<file path="src/rtl/decomp_ctrl.sv">
// Decompressor control: fetches imem words, forwards raw instructions and expands marker-tagged
// bundles token by token via the token table. Optional counters under `DECOMP_STATS_EN`.
module decomp_ctrl #(
  parameter int unsigned     WIDTH    = 32,
  parameter int unsigned     SIZE     = 23,
  parameter int unsigned     TOKW     = 8,
  parameter logic [7:0]      MARKER   = 8'hFF,
  parameter logic [SIZE-1:0] RESET_PC = '0
) (
  input  logic             clk,
  input  logic             reset,
  input  logic             redirect,
  input  logic [SIZE-1:0]  redirect_pc,
  output logic             im_en,
  output logic [SIZE-1:0]  im_addr,
  input  logic [WIDTH-1:0] im_rdata,
  output logic             tt_en,
  output logic [TOKW-1:0]  tt_addr,
  input  logic [WIDTH-1:0] tt_rdata,
  output logic             out_valid,
  input  logic             out_ready,
  output logic [WIDTH-1:0] out_instr,
  output logic [SIZE-1:0]  out_pc,
  output logic             out_cmp
`ifdef DECOMP_STATS_EN
  ,
  output logic [31:0]      stat_bundles,
  output logic [31:0]      stat_tokens
`endif
);

  localparam int unsigned NTOK = (WIDTH - 8) / TOKW;
  localparam int unsigned IDXW = (NTOK > 1) ? $clog2(NTOK) : 1;

  typedef enum logic [2:0] {StIdle, StFetch, StLoad, StTreq, StTload, StOut} state_e;

  state_e             state_q;
  logic [SIZE-1:0]    pc_q;
  logic [WIDTH-1:0]   bundle_q;
  logic [IDXW-1:0]    idx_q;

  function automatic logic [TOKW-1:0] tok(input logic [WIDTH-1:0] w, input logic [IDXW-1:0] i);
    return w[i*TOKW +: TOKW];
  endfunction

  logic            is_bundle;
  logic            more_tok;
  logic [IDXW-1:0] idx_nxt;

  assign is_bundle = (im_rdata[WIDTH-1 -: 8] == MARKER);
  assign idx_nxt   = idx_q + IDXW'(1);
  // Short-circuit keeps the next-token probe inside the bundle when idx is the last slot.
  assign more_tok  = (32'(idx_q) + 32'd1 < NTOK) && (tok(bundle_q, idx_nxt) != '0);

  assign im_en   = (state_q == StFetch);
  assign im_addr = pc_q;
  assign tt_en   = (state_q == StTreq);
  assign tt_addr = tok(bundle_q, idx_q);

  always_ff @(posedge clk or negedge reset) begin
    if (!reset) begin
      state_q      <= StIdle;
      pc_q         <= RESET_PC;
      bundle_q     <= '0;
      idx_q        <= '0;
      out_valid    <= 1'b0;
      out_instr    <= '0;
      out_pc       <= '0;
      out_cmp      <= 1'b0;
`ifdef DECOMP_STATS_EN
      stat_bundles <= '0;
      stat_tokens  <= '0;
`endif
    end else if (redirect) begin
      // A transfer on the redirect edge is still consumed, so it still counts.
`ifdef DECOMP_STATS_EN
      if (state_q == StOut && out_valid && out_ready && out_cmp) begin
        stat_tokens <= stat_tokens + 32'd1;
      end
`endif
      state_q   <= StFetch;
      pc_q      <= redirect_pc;
      idx_q     <= '0;
      out_valid <= 1'b0;
    end else begin
      unique case (state_q)
        StIdle:  state_q <= StFetch;
        StFetch: state_q <= StLoad;
        StLoad: begin
          bundle_q <= im_rdata;
          idx_q    <= '0;
          if (!is_bundle) begin
            out_instr <= im_rdata;
            out_cmp   <= 1'b0;
            out_pc    <= pc_q;
            out_valid <= 1'b1;
            state_q   <= StOut;
          end else begin
`ifdef DECOMP_STATS_EN
            stat_bundles <= stat_bundles + 32'd1;
`endif
            if (tok(im_rdata, '0) != '0) begin
              state_q <= StTreq;
            end else begin
              pc_q    <= pc_q + SIZE'(1);
              state_q <= StFetch;
            end
          end
        end
        StTreq:  state_q <= StTload;
        StTload: begin
          out_instr <= tt_rdata;
          out_cmp   <= 1'b1;
          out_pc    <= pc_q;
          out_valid <= 1'b1;
          state_q   <= StOut;
        end
        StOut: begin
          if (out_ready) begin
            out_valid <= 1'b0;
`ifdef DECOMP_STATS_EN
            if (out_cmp) stat_tokens <= stat_tokens + 32'd1;
`endif
            if (out_cmp && more_tok) begin
              idx_q   <= idx_nxt;
              state_q <= StTreq;
            end else begin
              pc_q    <= pc_q + SIZE'(1);
              state_q <= StFetch;
            end
          end
        end
        default: state_q <= StIdle;
      endcase
    end
  end

endmodule
</file>
<file path="config.mk">
export PLATFORM = sky130hd
export DESIGN_NAME = decomp_ctrl
export DESIGN_NICKNAME = d
export VERILOG_FILES = /design/src/rtl/decomp_ctrl.sv
export SDC_FILE = /design/constraint.sdc
export NUM_CORES = 1
export LEC_CHECK = 0
export ABC_CLOCK_PERIOD_IN_PS = 2900
export CORE_ASPECT_RATIO = 1.1
export CORE_MARGIN = 2
export CORE_UTILIZATION = 43
export DETAILED_ROUTE_END_ITERATION = 8
export GPL_ROUTABILITY_DRIVEN = 0
export PLACE_DENSITY = 0.74
export SYNTH_ARGS = -nofsm -noshare
export SYNTH_HDL_FRONTEND = slang
export SYNTH_SLANG_ARGS = --single-unit
</file>
<file path="constraint.sdc">
create_clock -name clk -period 2.9 [get_ports clk]
set_clock_uncertainty 0.1 [all_clocks]
set_input_delay 0.435 -clock clk [delete_from_list [all_inputs] [get_ports clk]]
set_output_delay 0.435 -clock clk [all_outputs]
set_load 0.005 [all_outputs]
</file>
==> results of run 1 <==
## layout make-up
| cell class | count | share of cell area [%] |
|---|---|---|
| Clock buffer | 23 | 5.50 |
| Clock inverter | 6 | 0.647 |
| Inverter | 6 | 0.265 |
| Multi-Input combinational cell | 437 | 32.5 |
| Sequential cell | 117 | 34.4 |
| Tap cell | 184 | 2.71 |
| Timing Repair Buffer | 207 | 23.9 |
## worst max-delay path: stages (launching register included)
cell	delay, ns
sky130_fd_sc_hd__dfrtp_1	0.42
sky130_fd_sc_hd__inv_1	0.09
sky130_fd_sc_hd__ha_1	0.20
sky130_fd_sc_hd__or3b_2	0.48
sky130_fd_sc_hd__a311oi_1	0.35
sky130_fd_sc_hd__nand3_1	0.25
sky130_fd_sc_hd__nand3_2	0.15
sky130_fd_sc_hd__buf_12	0.15
sky130_fd_sc_hd__buf_4	0.13
sky130_fd_sc_hd__nor4_1	0.04
sky130_fd_sc_hd__a211o_1	0.24
## cells in the mapped netlist, drive strengths merged, types with 3 or more instances
| library cell | n |
|---|---|
| a211o | 5 |
| a21oi | 45 |
| a22o | 4 |
| a31oi | 5 |
| and2 | 3 |
| and3 | 7 |
| and3b | 6 |
| buf | 18 |
| clkbuf | 18 |
| dfrtp | 117 |
| ha | 3 |
| inv | 6 |
| mux2 | 24 |
| mux2i | 34 |
| mux4 | 8 |
| nand2 | 138 |
| nand3 | 17 |
| nand4 | 8 |
| nor2 | 52 |
| nor3 | 5 |
| nor3b | 6 |
| nor4 | 12 |
| o21ai | 7 |
| o311ai | 7 |
| o31ai | 3 |
| or4 | 9 |
## final timing paths
| path | start | slack, ns | cells past startpoint | end |
|---|---|---|---|---|
| min in group asynchronous | reset | 0.56 | 2 | im_addr[21] |
| max | idx_q[0] | 0.16 | 10 | im_addr[10] |
| max reg2reg | idx_q[0] | 0.16 | 10 | im_addr[10] |
| max in group asynchronous | reset | 1.34 | 3 | out_instr[19] |
| min reg2reg | bundle_q[16] | 0.40 | 2 | bundle_q[16] |
| min | redirect | 0.22 | 2 | out_valid |
## report_power, final
part	leakage [µW]	total [µW]	internal [µW]	switching, µW
Clock	0.000262	1890	1200	690
Sequential	0.00137	2870	2300	567
Combinational	0.00192	2440	1540	902
Total	0.00355	7200	5040	2160
## logic make-up (layout without fill, tap and decap cells)
family | Yosys count | in the layout
buffers and inverters | 42 | 242
muxes | 66 | 66
adders and majority gates | 3 | 3
DFF | 117 | 117
AOI/OAI and AO/OA | 90 | 90
and+or+nand+nor | 278 | 278
## sequential cells by signal (all words and copies together), names as in the netlist
| name | count |
|---|---|
| bundle_q | 32 |
| idx_q | 2 |
| im_addr | 23 |
| out_cmp | 1 |
| out_instr | 32 |
| out_pc | 23 |
| out_valid | 1 |
| state_q | 3 |
## layer usage
layer,up-vias,global-route usage (%)
met5,-,0
met4,0,8.72
met3,21,8.12
met2,204,39.9
met1,2525,28.4
li1,2497,-
## metrics by stage
stage	instances	total power, µW	util [%]
after global placement	950	5240	60.1
after CTS	980	7260	64.1
after floorplan	596	3760	-
final	980	7200	64.1
after global routing	980	7640	64.1
after detailed placement	950	5330	60.1
==> impl_metrics.json, run 1 <==
{
  "grt_usage_pct": 23.8,
  "placedInstanceArea_um2": 7980,
  "timing_worst_slew_pin_value_ns": 0.738,
  "total_number_of_vias": 5247,
  "total_clock_buffers_created_by_cts": 17,
  "design.core.area_um2": 13300,
  "place.port_buffers": 180,
  "post_synth_num_cell_types": 61,
  "synthesis.instances": 596,
  "synth_adder_area_share_pct": 0.639,
  "met1Wirelength_um": 6860,
  "critPathKind": "flop to flop",
  "yosysSeqAreaShare_pct": 49.8,
  "pre_cts_slack_ns": -0.0739,
  "clock-root-buffer": "sky130_fd_sc_hd__clkbuf_16",
  "rsz0062_at_grt": "false",
  "area.sequential_um2": 2930,
  "relSlewSlack_pct": 50.8,
  "grt_max_degree": 59,
  "layout_setup_ws_ns": 0.165,
  "via_count_of_the_first_global_routing_pass": 5543,
  "postSynthNetCount": 690,
  "fp.dieArea_um2": 14600,
  "met3_length_um": 1500,
  "cts_tree": "built",
  "cts.sinks": 117,
  "peakVddDrop_uv": 446,
  "grt-ovfl-total": 0,
  "route.detailed.drc": 0,
  "synth.avg_cell_area_um2": 9.86,
  "drv_slew": 0,
  "clock_insertion_delay_worst_skew_ns": 0.42,
  "synth_top_cells_by_area": "sky130_fd_sc_hd__dfrtp_1, sky130_fd_sc_hd__nand2_1, sky130_fd_sc_hd__mux2i_1, sky130_fd_sc_hd__mux2_2, sky130_fd_sc_hd__a21oi_1",
  "synth_largest_type_area_fraction_pct": 49.8,
  "synth_ff_type": "sky130_fd_sc_hd__dfrtp_1",
  "postSynth.asyncResetShare_pct": 100,
  "xor_xnor_cell_area_share_of_the_yosys_netlist_pct": 0,
  "syn_to_final_growth_pct": 44.8,
  "cellPowerDensity_nw_per_um2": 847,
  "grt_antenna_before_repair": 0,
  "drive_gt1_share_pct": 13.1,
  "num_rows": 44,
  "most-common-layout-cells": "sky130_fd_sc_hd__clkdlybuf4s50_1, sky130_fd_sc_hd__nand2_1, sky130_fd_sc_hd__dfrtp_1, sky130_fd_sc_hd__nor2_1, sky130_fd_sc_hd__a21oi_1",
  "grt_first_pass_wirelength_um": 27200,
  "fraction_of_the_mapped_netlist_area_in_compound_gates_pct": 9.96,
  "dr.first_iter.drc_count": 291,
  "cts_max_path_buffers": 2,
  "num-fill-cells": 1077,
  "multi_input_comb_area_um2": 2770,
  "place.detailed.hpwl_um": 12400,
  "layout_worst_path_cycle_share_pct": 94.3,
  "post_synth_mux_area_share_pct": 13.5,
  "highest_layer": "met4",
  "critical_path.max_fanout": 20,
  "cts_post_setup_buffers_inserted": 0,
  "outcome": "complete, no violations",
  "cap_violations": 0,
  "drtPass1Iterations": 4,
  "floorplan.die.width_um": 115,
  "number_of_nets_with_antenna_violations_after_routing": 0,
  "max_freq_ghz": 0.366,
  "design.final.nets": 880,
  "cts_repair_resize_count": 0,
  "setup_tns_ns": 0,
  "finalSetupViolCount": 0,
  "synth_seq_cells": 117,
  "routedWlPerCell_um": 17.1,
  "hold_viol": 0,
  "floorplan.initialDensity_pct": 44.3,
  "worstSetupEndpointType": "flop",
  "met2RoutedLength_um": 8210,
  "syn-cell-area_um2": 5880,
  "drt_wl_total_um": 16800,
  "via_per_inst": 5.35,
  "post_cts_hold_buffer_count": 1,
  "startpoint_type": "flop",
  "yosys.area.top_type": "sky130_fd_sc_hd__dfrtp_1",
  "post-route-cell-area_um2": 8510,
  "clk_transition_reported_paths_ns": 0.06,
  "worst-endpoint-required_ns": 3.10,
  "layout_min_cycle_time_ns": 2.74,
  "synth_top_family_by_area": "simple AND/OR/NAND/NOR gates",
  "fp.dieH_um": 127,
  "final.hold.worst_slack_ns": 0.224,
  "number_of_warning_messages_in_the_yosys_log": 0,
  "h-tree-depth": 4,
  "worstPathArrival_ns": 2.93,
  "min_path_type": "input pin to flop",
  "layout.cells.most_common": "sky130_fd_sc_hd__clkdlybuf4s50_1",
  "static-leakage-power_uw": 0.00355,
  "antenna_cells_inserted": 0,
  "floorplan.io_pins": 181,
  "synth-edff-count": 0,
  "synth-simple-area-share_pct": 22.7
}
Note: power is estimated with default switching activity, not from simulation.
==> inputs of run 2 (changes only) <==
--- a/config.mk
+++ b/config.mk
@@ -7,7 +7,7 @@
 export LEC_CHECK = 0
 export ABC_CLOCK_PERIOD_IN_PS = 2900
 export CORE_ASPECT_RATIO = 1.1
-export CORE_MARGIN = 2
+export CORE_MARGIN = 8
 export CORE_UTILIZATION = 43
 export DETAILED_ROUTE_END_ITERATION = 8
 export GPL_ROUTABILITY_DRIVEN = 0
==> impl_metrics.json, run 2 (synthesis results as in run 1) <==
{
  "outcome": "complete, no violations",
  "via_count_of_the_first_global_routing_pass": 5597,
  "fp.dieH_um": 139,
  "peakVddDrop_uv": 437,
  "static-leakage-power_uw": 0.00359,
  "drt_wl_total_um": 17700,
  "syn_to_final_growth_pct": 47.3,
  "drtPass1Iterations": 4,
  "final_cells": 982,
  "floorplan.die.width_um": 127,
  "crit_slowest_cell": "sky130_fd_sc_hd__or3b_2",
  "crit_path_cell_trace": "inv_1 -> ha_1 -> or3b_2 -> a311oi_1 -> nand3_1 -> nand3_2 -> buf_12 -> buf_4 -> nor4b_1 -> a211o_1",
  "cts.sinks": 117,
  "design.final.nets": 875,
  "layout_worst_path_cycle_share_pct": 93.8,
  "grt_max_degree": 61,
  "design.core.area_um2": 13600,
  "total_number_of_vias": 5259,
  "cts_tree": "built",
  "worstSetupEndpointType": "flop",
  "cp_slowest_stage_delay_ns": 0.48,
  "relSlewSlack_pct": 62.3,
  "final.hold.worst_slack_ns": 0.200,
  "grt_antenna_before_repair": 0,
  "cap_violations": 0,
  "via_per_inst": 5.36,
  "min_path_type": "input pin to flop",
  "critical_path.max_fanout": 25,
  "clk_transition_reported_paths_ns": 0.06,
  "num_rows": 45,
  "post-route-cell-area_um2": 8660,
  "cts_repair_resize_count": 0,
  "place.detailed.hpwl_um": 13200,
  "worstPathArrival_ns": 2.92,
  "largestRegisters": "bundle_q (32), out_instr (32)",
  "finalSetupViolCount": 0,
  "floorplan.io_pins": 181,
  "antenna_cells_inserted": 0,
  "post-place-cells": 949,
  "most-common-layout-cells": "sky130_fd_sc_hd__clkdlybuf4s50_1, sky130_fd_sc_hd__nand2_1, sky130_fd_sc_hd__dfrtp_1, sky130_fd_sc_hd__nor2_1, sky130_fd_sc_hd__a21oi_1",
  "rsz0062_at_grt": "false",
  "clock-root-buffer": "sky130_fd_sc_hd__clkbuf_16",
  "worst-path-buf-inv": 3,
  "number_of_nets_with_antenna_violations_after_routing": 0,
  "route.detailed.drc": 0,
  "h-tree-depth": 4,
  "layout_min_cycle_time_ns": 2.72,
  "grt-ovfl-total": 0,
  "total_clock_buffers_created_by_cts": 17,
  "clock_insertion_delay_worst_skew_ns": 0.42,
  "hold_viol": 0,
  "floorplan.initialDensity_pct": 43.3,
  "grt_first_pass_wirelength_um": 29000,
  "place.port_buffers": 180,
  "cellPowerDensity_nw_per_um2": 902,
  "dr.first_iter.drc_count": 365,
  "startpoint_type": "flop",
  "layout.cells.most_common": "sky130_fd_sc_hd__clkdlybuf4s50_1",
  "worst-endpoint-required_ns": 3.10,
  "routedWlPerCell_um": 18.0,
  "grt_usage_pct": 20.6,
  "timing_worst_slew_pin_value_ns": 0.565,
  "drive_gt1_share_pct": 13.4,
  "max_freq_ghz": 0.367,
  "critical_path.top_delay_family": "simple AND/OR/NAND/NOR gates",
  "cts_max_path_buffers": 2,
  "drv_slew": 0,
  "critPathKind": "flop to flop",
  "placedInstanceArea_um2": 7940,
  "fp.dieArea_um2": 17700
}
-- run 2: cell count changes in the layout (fill, tap and decap cells not counted), sizes merged --
cell / change
clkbuf: -6
clkinvlp: +2
bufinv: +6
inv: +1
buf: -5
-- run 2: what timing repair did --
item / 4_1_cts / 5_1_grt
hold buffers: 1 / 0
endpoints found under the setup margin: 0 / 0
endpoints found under the hold margin: 35 / 0
buffers inserted: 0 / 0
-- run 2: power breakdown --
| group | leakage [µW] | internal (µW) | switching [µW] |
|---|---|---|---|
| Clock | 0.000334 | 1710 | 783 |
| Sequential | 0.00137 | 2300 | 552 |
| Combinational | 0.00189 | 1540 | 924 |
-- run 2: per-stage QoR --
stage                     power [µW]  utilization [%]  setup TNS (ns)  worst slack [ns]
after floorplan                 3760                -               0            0.0501
after global placement          5270             58.5         -0.0808           -0.0462
after detailed placement        5360             58.5          -0.311           -0.0966
after CTS                       7890             63.8               0             0.222
after global routing            8250             63.8               0            0.0281
final                           7800             63.8               0             0.179
-- run 2: final timing paths --
kind	from	end	slack, ns	depth (start not counted)
min in group asynchronous	reset	out_instr[28]	0.43	2
worst min register to register	out_pc[8]	out_pc[8]	0.41	1
worst max-delay path	idx_q[0]	im_addr[11]	0.18	10
worst min-delay path	redirect	state_q[2]	0.20	2
worst max register to register	idx_q[0]	im_addr[11]	0.18	10
max in group asynchronous	reset	out_pc[22]	1.51	3
-- run 2: metal layers --
metal / GRT usage [%] / vias to the layer above / routed length (µm) / share of wire, %
met5: 0 / - / 0 / 0
met4: 7.71 / 0 / 285 / 1.6
met3: 8.23 / 25 / 1750 / 9.9
met2: 34.6 / 192 / 8650 / 49
met1: 23.0 / 2555 / 6970 / 39
li1: - / 2487 / - / -
-- run 2: area by class of cell --
type | instances | area (µm²)
well taps | 188 | 235
clock inverters | 15 | 278
flip-flops and latches | 117 | 2930
multi-input cells | 437 | 2770
clock buffers | 17 | 425
inverters | 6 | 22.5
fillers | 1099 | 4910
repair buffers | 202 | 2000
==> inputs of run 3 (changes only) <==
--- a/config.mk
+++ b/config.mk
@@ -11,6 +11,7 @@
 export CORE_UTILIZATION = 43
 export DETAILED_ROUTE_END_ITERATION = 8
 export GPL_ROUTABILITY_DRIVEN = 0
+export HOLD_SLACK_MARGIN = 0.02
 export PLACE_DENSITY = 0.74
 export SYNTH_ARGS = -nofsm -noshare
 export SYNTH_HDL_FRONTEND = slang
==> results of run 3 <==
Same layout as run 2: the final DEF is identical, and so are final timing and power.
